<file path="config.mk">
export PLATFORM = sky130hd
export DESIGN_NAME = if_stage
export DESIGN_NICKNAME = d
export VERILOG_FILES = /design/src/rtl/if_stage.sv
export SDC_FILE = /design/constraint.sdc
export NUM_CORES = 1
export LEC_CHECK = 0
export ABC_CLOCK_PERIOD_IN_PS = 1700
export CAP_MARGIN = 10
export CORE_MARGIN = 5
export CORE_UTILIZATION = 35
export CTS_CLUSTER_DIAMETER = 120
export DETAILED_ROUTE_END_ITERATION = 7
export PLACE_DENSITY_LB_ADDON = 0.15
export SYNTH_ARGS = -nofsm -noshare
export SYNTH_HDL_FRONTEND = slang
export SYNTH_SLANG_ARGS = --single-unit
</file>
<file path="constraint.sdc">
create_clock -name clk -period 1.7 [get_ports clk]
set_input_delay 0.17 -clock clk [delete_from_list [all_inputs] [get_ports clk]]
set_output_delay 0.17 -clock clk [all_outputs]
set_load 0.02 [all_outputs]
</file>
<file path="src/rtl/if_stage.sv">
// Instruction-fetch stage: holds one fetch bundle, waits for its instruction
// beat when needed, and swallows beats that belong to requests killed by a flush.
module if_stage #(
  parameter int FS_TO_DS_BUS_WD  = 103,
  parameter int PFS_TO_FS_BUS_WD = 104
) (
  input  logic                        clk,
  input  logic                        reset,
  input  logic                        pfs_to_fs_valid,
  input  logic [PFS_TO_FS_BUS_WD-1:0] pfs_to_fs_bus,
  input  logic                        pfs_inst_waiting,
  output logic                        fs_allowin,
  output logic                        fs_valid,
  output logic                        fs_inst_unable,
  input  logic                        inst_sram_data_ok,
  input  logic [31:0]                 inst_sram_rdata,
  input  logic                        ds_allowin,
  output logic                        fs_to_ds_valid,
  output logic [FS_TO_DS_BUS_WD-1:0]  fs_to_ds_bus,
  input  logic                        do_flush
);
  logic        fs_valid_q, fs_valid_d;
  logic [31:0] pc_q, pc_d;
  logic        ex_q, ex_d;
  logic [4:0]  excode_q, excode_d;
  logic [31:0] badvaddr_q, badvaddr_d;
  logic        tlb_refill_q, tlb_refill_d;
  logic        inst_ok_q, inst_ok_d;
  logic [31:0] inst_buf_q, inst_buf_d;
  logic [1:0]  discard_cnt_q, discard_cnt_d;

  logic        cnt_zero, fs_waiting, take_data, fs_ready_go, load;
  logic [31:0] inst_out;
  logic [2:0]  cnt_sum;

  assign cnt_zero       = (discard_cnt_q == 2'd0);
  assign fs_waiting     = fs_valid_q && !ex_q && !inst_ok_q;
  assign take_data      = inst_sram_data_ok && cnt_zero && fs_waiting;
  assign fs_inst_unable = !fs_waiting && cnt_zero;
  assign fs_ready_go    = ex_q || inst_ok_q || take_data;
  assign fs_allowin     = !fs_valid_q || (fs_ready_go && ds_allowin);
  assign fs_to_ds_valid = fs_valid_q && fs_ready_go && !do_flush;
  assign fs_valid       = fs_valid_q;
  assign load           = pfs_to_fs_valid && fs_allowin && !do_flush;

  // The beat is forwarded straight through in the cycle it arrives; later it comes from inst_buf.
  assign inst_out     = (!fs_valid_q || ex_q) ? 32'd0
                      : (inst_ok_q ? inst_buf_q : inst_sram_rdata);
  assign fs_to_ds_bus = {ex_q, excode_q, badvaddr_q, tlb_refill_q, inst_out, pc_q};

  always_comb begin
    pc_d         = pc_q;
    ex_d         = ex_q;
    excode_d     = excode_q;
    badvaddr_d   = badvaddr_q;
    tlb_refill_d = tlb_refill_q;
    inst_ok_d    = inst_ok_q;
    inst_buf_d   = inst_buf_q;
    fs_valid_d   = fs_valid_q;

    if (load) begin
      tlb_refill_d = pfs_to_fs_bus[103];
      inst_ok_d    = pfs_to_fs_bus[102];
      inst_buf_d   = pfs_to_fs_bus[101:70];
      excode_d     = pfs_to_fs_bus[69:65];
      badvaddr_d   = pfs_to_fs_bus[64:33];
      ex_d         = pfs_to_fs_bus[32];
      pc_d         = pfs_to_fs_bus[31:0];
    end else if (take_data && !ds_allowin) begin
      inst_ok_d  = 1'b1;
      inst_buf_d = inst_sram_rdata;
    end

    if (do_flush) begin
      fs_valid_d = 1'b0;
    end else if (fs_allowin) begin
      fs_valid_d = pfs_to_fs_valid;
    end

    // Outstanding beats of killed requests: ours (unless it lands right now) plus PFS's.
    cnt_sum = {1'b0, discard_cnt_q};
    if (inst_sram_data_ok && !cnt_zero) begin
      cnt_sum = cnt_sum - 3'd1;
    end
    if (do_flush) begin
      cnt_sum = cnt_sum + {2'b00, fs_waiting && !inst_sram_data_ok} + {2'b00, pfs_inst_waiting};
    end
    discard_cnt_d = (cnt_sum > 3'd3) ? 2'd3 : cnt_sum[1:0];
  end

  always_ff @(posedge clk) begin
    if (reset) begin
      fs_valid_q    <= 1'b0;
      pc_q          <= 32'd0;
      ex_q          <= 1'b0;
      excode_q      <= 5'd0;
      badvaddr_q    <= 32'd0;
      tlb_refill_q  <= 1'b0;
      inst_ok_q     <= 1'b0;
      inst_buf_q    <= 32'd0;
      discard_cnt_q <= 2'd0;
    end else begin
      fs_valid_q    <= fs_valid_d;
      pc_q          <= pc_d;
      ex_q          <= ex_d;
      excode_q      <= excode_d;
      badvaddr_q    <= badvaddr_d;
      tlb_refill_q  <= tlb_refill_d;
      inst_ok_q     <= inst_ok_d;
      inst_buf_q    <= inst_buf_d;
      discard_cnt_q <= discard_cnt_d;
    end
  end
endmodule

</file>
After elaboration in Yosys (flattened, before gate mapping). Cells that the tools add are included.

Flip-flop bits (word level): 107. Output and inout bits: 107. Logic and storage cells: 50. Input port bits: 143.

Reductions and logical operators: 28. Muxes and demuxes: 9. $add $sub $neg: 3. Order comparisons: 1.

Operators with widths (number): 32-bit two-way mux (4); 1-bit logical AND (13); 1-bit logical NOT (8); 3-bit by 1-bit adder with 3-bit output (2); 3-bit two-way mux (2); 1-bit logical OR (4); 3-bit by 2-bit > comparator with 1-bit output, second input constant (1); 2-bit by 1-bit subtractor with 3-bit output, second input constant (1); 2-bit logical NOT (1); 1-bit two-way mux (2); 2-bit two-way mux (1); 2-bit nonzero test (1); 2-bit OR reduction (1).

Depth between registers and ports, before layout.
Word-level depth: 10. Depth in mapped cells: 8. Gate-level depth less buffers: 8.

Worst setup path after synthesis. Ideal clock, no wire load.

Kind: register to register. Start: register discard_cnt_q[0]. End: register discard_cnt_q[1]. Data required time: 1614 ps. Stages on the path, launching flop included: 9. Data arrival time: 1803 ps. Buffers on the path: 0. Setup slack: -189 ps. Library setup time: 86 ps. Period minus slack after synthesis: 1889 ps. Cell sequence: dfxtp_1 > inv_1 > ha_1 > nand2b_1 > xnor2_1 > fa_1 > ha_1 > nor2_1 > a211oi_1.

Word-level cells in the longest chain between the ends: 9. Elaborated cells on any way between the ends: 10. Those cells by class: 3 x add/sub; 1 x order compare; 3 x mux; 3 x reduce/logical.

Ends and longest elaborated chain: start, declared (RTL line 30) `logic [1:0] discard_cnt_q, discard_cnt_d;`; start signal, assigned (RTL line 111) `discard_cnt_q <= discard_cnt_d;`; parallel branches: the longest is 3 deep, another holds 2-bit by 1-bit subtractor with 3-bit output; 3-bit two-way mux * (RTL line 82) `if (inst_sram_data_ok && !cnt_zero) begin`; 3-bit by 1-bit adder with 3-bit output (2 in series) (RTL line 86) `cnt_sum = cnt_sum + {2'b00, fs_waiting && !inst_sram_data_ok} + {2'b00, pfs_inst_waiting};`; 3-bit two-way mux * (RTL line 85) `if (do_flush) begin`; 3-bit by 2-bit > comparator with 1-bit output (RTL line 88) `discard_cnt_d = (cnt_sum > 3'd3) ? 2'd3 : cnt_sum[1:0];`; 2-bit two-way mux * (RTL line 88).

Mark *: on every way between the ends. A chain may end at the register's enable or synchronous reset.

Worst setup path after layout.
Start: register ex_q. End: register inst_buf_q[12].

Word-level cells in the longest chain between the ends: 10. Elaborated cells on any way between the ends: 13. Those cells by class: 1 x mux; 12 x reduce/logical.

Ends and longest elaborated chain: start, declared (RTL line 24) `logic ex_q, ex_d;`; start signal, assigned (RTL line 95) `ex_q <= 1'b0;`; start signal, assigned (RTL line 105) `ex_q <= ex_d;`; 1-bit logical NOT (RTL line 37) `assign fs_waiting = fs_valid_q && !ex_q && !inst_ok_q;`; 1-bit logical AND (2 in series) (RTL line 37); 1-bit logical AND (RTL line 38) `assign take_data = inst_sram_data_ok && cnt_zero && fs_waiting;`; 1-bit logical OR (RTL line 40) `assign fs_ready_go = ex_q || inst_ok_q || take_data;`; 1-bit logical AND (RTL line 41) `assign fs_allowin = !fs_valid_q || (fs_ready_go && ds_allowin);`; 1-bit logical OR (RTL line 41); 1-bit logical AND (2 in series) (RTL line 44) `assign load = pfs_to_fs_valid && fs_allowin && !do_flush;`; 32-bit two-way mux / 2-bit nonzero test (equally long branches); end signal, assigned (RTL line 110) `inst_buf_q <= inst_buf_d;`; end, declared (RTL line 29) `logic [31:0] inst_buf_q, inst_buf_d;`.

Several ways; a longest one is shown, not always the timed one.

==> results_dict.tcl <==
set metrics [dict create \
    synthCells 596 \
    synth-seq-cells 107 \
    cts_tree "built" \
    antenna_found_initial 1 \
    path_clk_slew_ps 70 \
    grt.total_usage_pct 23.0 \
    clock_path_buffers 2 \
    final_nets 1035 \
    yosysTopAreaCell "dfxtp_1" \
    ys_seq_area_share_pct 46.2 \
    coreArea_um2 13100 \
    reg2reg_slack_ps -140 \
    timing.rr.start "ex_q$_SDFFE_PP0N_" \
    numClockSinks 107 \
    n_fill_cell 1006 \
    final-max-slew-violation-count 0 \
    drt_pass1_iterations 4 \
    fin_setup_tns_ps -9000 \
    htree_num_levels 3 \
    vias 5414 \
    arrival_ps 2060 \
    max_slew_margin_pct 67.7 \
    hold-path-endpoint "pc_q[25]$_SDFFE_PP0N_" \
    die_h_um 125 \
    rows 42 \
    holdBufCountCts 0 \
    grt_pass1_vias 5442 \
    cp.required_ps 1930 \
    multiInputGateArea_um2 2970 \
    synth_top_family_by_area "simple AND/OR/NAND/NOR gates" \
    finalWirelength_um 20000 \
    clk_latency_ps 350 \
    yosys-top-cells-area "dfxtp_1 46%, nand2_1 14%, a21oi_1 11%" \
    synth_area_per_cell_um2 7.78 \
    drive_above_1_share_pct 34.9 \
    dpl.hpwl_um 11900 \
    critPathCaptureType "flip-flop" \
    drcViolationCount 0 \
    synth.net_count 742 \
    max_cap_viol_count 0 \
    grt_overflow_total 0 \
    ios 250 \
    die-area_um2 15700 \
    status "finished with violations" \
    whs_path_depth 2 \
    io_buffers 249 \
    first_iter_violations 307 \
    placed_area_um2 7560 \
    violations "negative setup slack" \
    die_x_um 125 \
    place.gp.congestion 0.777 \
    dp_cells 1006 \
    synth_top_area_share_pct 46.2 \
    report.final.hold_viol_count 0 \
    area_growth_pct 101 \
    yosysWarningCount 0 \
    r2r-end "inst_buf_q[12]$_SDFFE_PP0P_" \
    grt_max_degree 35 \
    start_util_pct 35.3 \
    cts_made_buffers 9 \
    routedWlPerCell_um 18.7 \
    finalNonFillerCells 1070 \
    hold_class "in2reg" \
    cp_max_fo 8 \
    r2r_cells 7 \
    ir_drop_uv 451 \
    fin_skew_ps 7.47 \
    setup_violations 107 \
    ant_nets 0 \
    critical_path_class "reg2reg" \
    via_per_inst 5.06 \
    synth-xor-area-share_pct 0.189 \
    grt_pass1_wl_um 28900 \
    fin_ws_ps -136 \
    period_needed_ps 1840 \
    synth.mux.area_fraction_pct 7.12 \
    synth-compound-area-share_pct 17.6 \
    final_cell_area_um2 9300 \
    min_period_over_period_pct 108 \
    seqCellArea_um2 2150 \
    synth-simple-area-share_pct 21.8 \
    synth_area_um2 4640 \
    cts-root-buf "clkbuf_16" \
    yosysUniqueCellTypes 25 \
    max_freq_mhz 545 \
    rsz0062_at_grt "yes" \
    start_kind "flip-flop" \
    synth_fa_ha_area_share_pct 0.971 \
    power_density_nw_per_um2 778 \
    tightest_slew_ps 484 \
    p_leak_nw 3.50 \
    min-delay-start "reset" \
]
flip-flops by register name, indices dropped and copies added (netlist names), 2 cells and up:
name	flops
pc_q	32
inst_buf_q	32
badvaddr_q	32
discard_cnt_q	2
excode_q	5
worst max path at each step:
stage	startpoint	end
2_1_floorplan	discard_cnt_q[0]$_SDFF_PP0_	discard_cnt_q[1]$_SDFF_PP0_
3_3_place_gp	inst_sram_data_ok	fs_to_ds_valid
3_5_place_dp	inst_sram_data_ok	fs_to_ds_valid
4_1_cts	discard_cnt_q[0]$_SDFF_PP0_	badvaddr_q[7]$_SDFFE_PP0N_
5_1_grt	discard_cnt_q[0]$_SDFF_PP0_	discard_cnt_q[1]$_SDFF_PP0_
6_report	ex_q$_SDFFE_PP0N_	inst_buf_q[12]$_SDFFE_PP0P_
cell type report:
| class | instances | area share [%] |
|---|---|---|
| Timing Repair Buffer | 333 | 39.6 |
| Multi-Input combinational cell | 436 | 31.9 |
| Sequential cell | 107 | 23.1 |
| Clock buffer | 10 | 2.46 |
| Tap cell | 176 | 2.37 |
| Clock inverter | 5 | 0.417 |
| Inverter | 2 | 0.0807 |
| Antenna cell | 1 | 0.0269 |
worst max-delay path, stage by stage (launching register included):
cell	delay [ps]
dfxtp_2	330
nand2b_4	140
buf_6	120
or4_4	550
buf_12	170
buf_16	150
a21oi_4	170
a211oi_2	90
timing repair:
| action | CTS | global route |
|---|---|---|
| gates resized for setup | 224 | 142 |
| endpoints found under the setup margin | 134 | 127 |
| pin swaps | 63 | 62 |
| cloned | 14 | 9 |
| setup buffers | 15 | 12 |
cell usage after synthesis:
library cell	number
a211o_1	1
a211oi_1	34
a21o_1	1
a21oi_1	104
a21oi_4	1
and3b_1	2
buf_1	1
buf_2	19
buf_4	9
buf_6	4
clkbuf_1	18
dfxtp_1	107
fa_1	1
ha_1	2
inv_1	2
mux2i_1	33
nand2_1	177
nand2b_1	2
nor2_1	69
nor3_1	4
nor3b_1	1
nor4_4	1
o21a_1	1
or4_1	1
xnor2_1	1
kinds of logic after synthesis:
kind of cell | count (synthesis)
AO/OA/AOI/OAI | 142
XOR/XNOR | 1
adder cells (fa/ha/maj) | 3
buffers and inverters | 53
flip-flops | 107
multiplexers | 33
AND/OR/NAND/NOR | 257
metrics by stage:
step	worst slack, ps	power, W	utilization, %	hold slack, ps
6_report	-136	0.00723	70.8	267
5_1_grt	-193	0.00758	70.8	282
3_3_place_gp	-287	0.00460	57.5	442
2_1_floorplan	-56.8	0.00371	-	249
4_1_cts	-124	0.00700	65.8	252
3_5_place_dp	-289	0.00464	57.5	447
layer usage:
layer / share of wire [%] / up-vias / GRT usage [%]
met5: 0 / - / 0
met4: 3.2 / 0 / 10.7
met3: 6.5 / 46 / 5.54
met2: 52 / 195 / 40.4
met1: 38 / 2589 / 26.3
li1: - / 2584 / -
power breakdown:
group / leakage (nW) / switching [W] / internal (W)
clock: 0.129 / 0.000952 / 0.000996
combinational: 2.50 / 0.00110 / 0.00135
sequential: 0.880 / 0.000140 / 0.00270
cells in the final DEF (no fill, tap or decap), types with 2 or more instances in the layout:
cell type	count
buf_8	3
and3b_1	2
clkbuf_16	16
nor2_4	3
nand2_4	10
a211oi_2	22
a21oi_2	72
nor3_2	2
buf_6	13
nand2_1	128
a21oi_4	8
buf_4	34
nor3_1	2
dfxtp_1	104
a21oi_1	25
nor2_1	59
a211oi_1	12
nand2b_4	2
buf_16	11
dfxtp_4	2
clkdlybuf4s50_1	212
nor2_2	7
mux2i_1	32
clkbuf_2	5
inv_2	2
buf_2	23
nand2_2	39
buf_12	22
clkinv_4	2
Power figures use the tool's default switching activity.
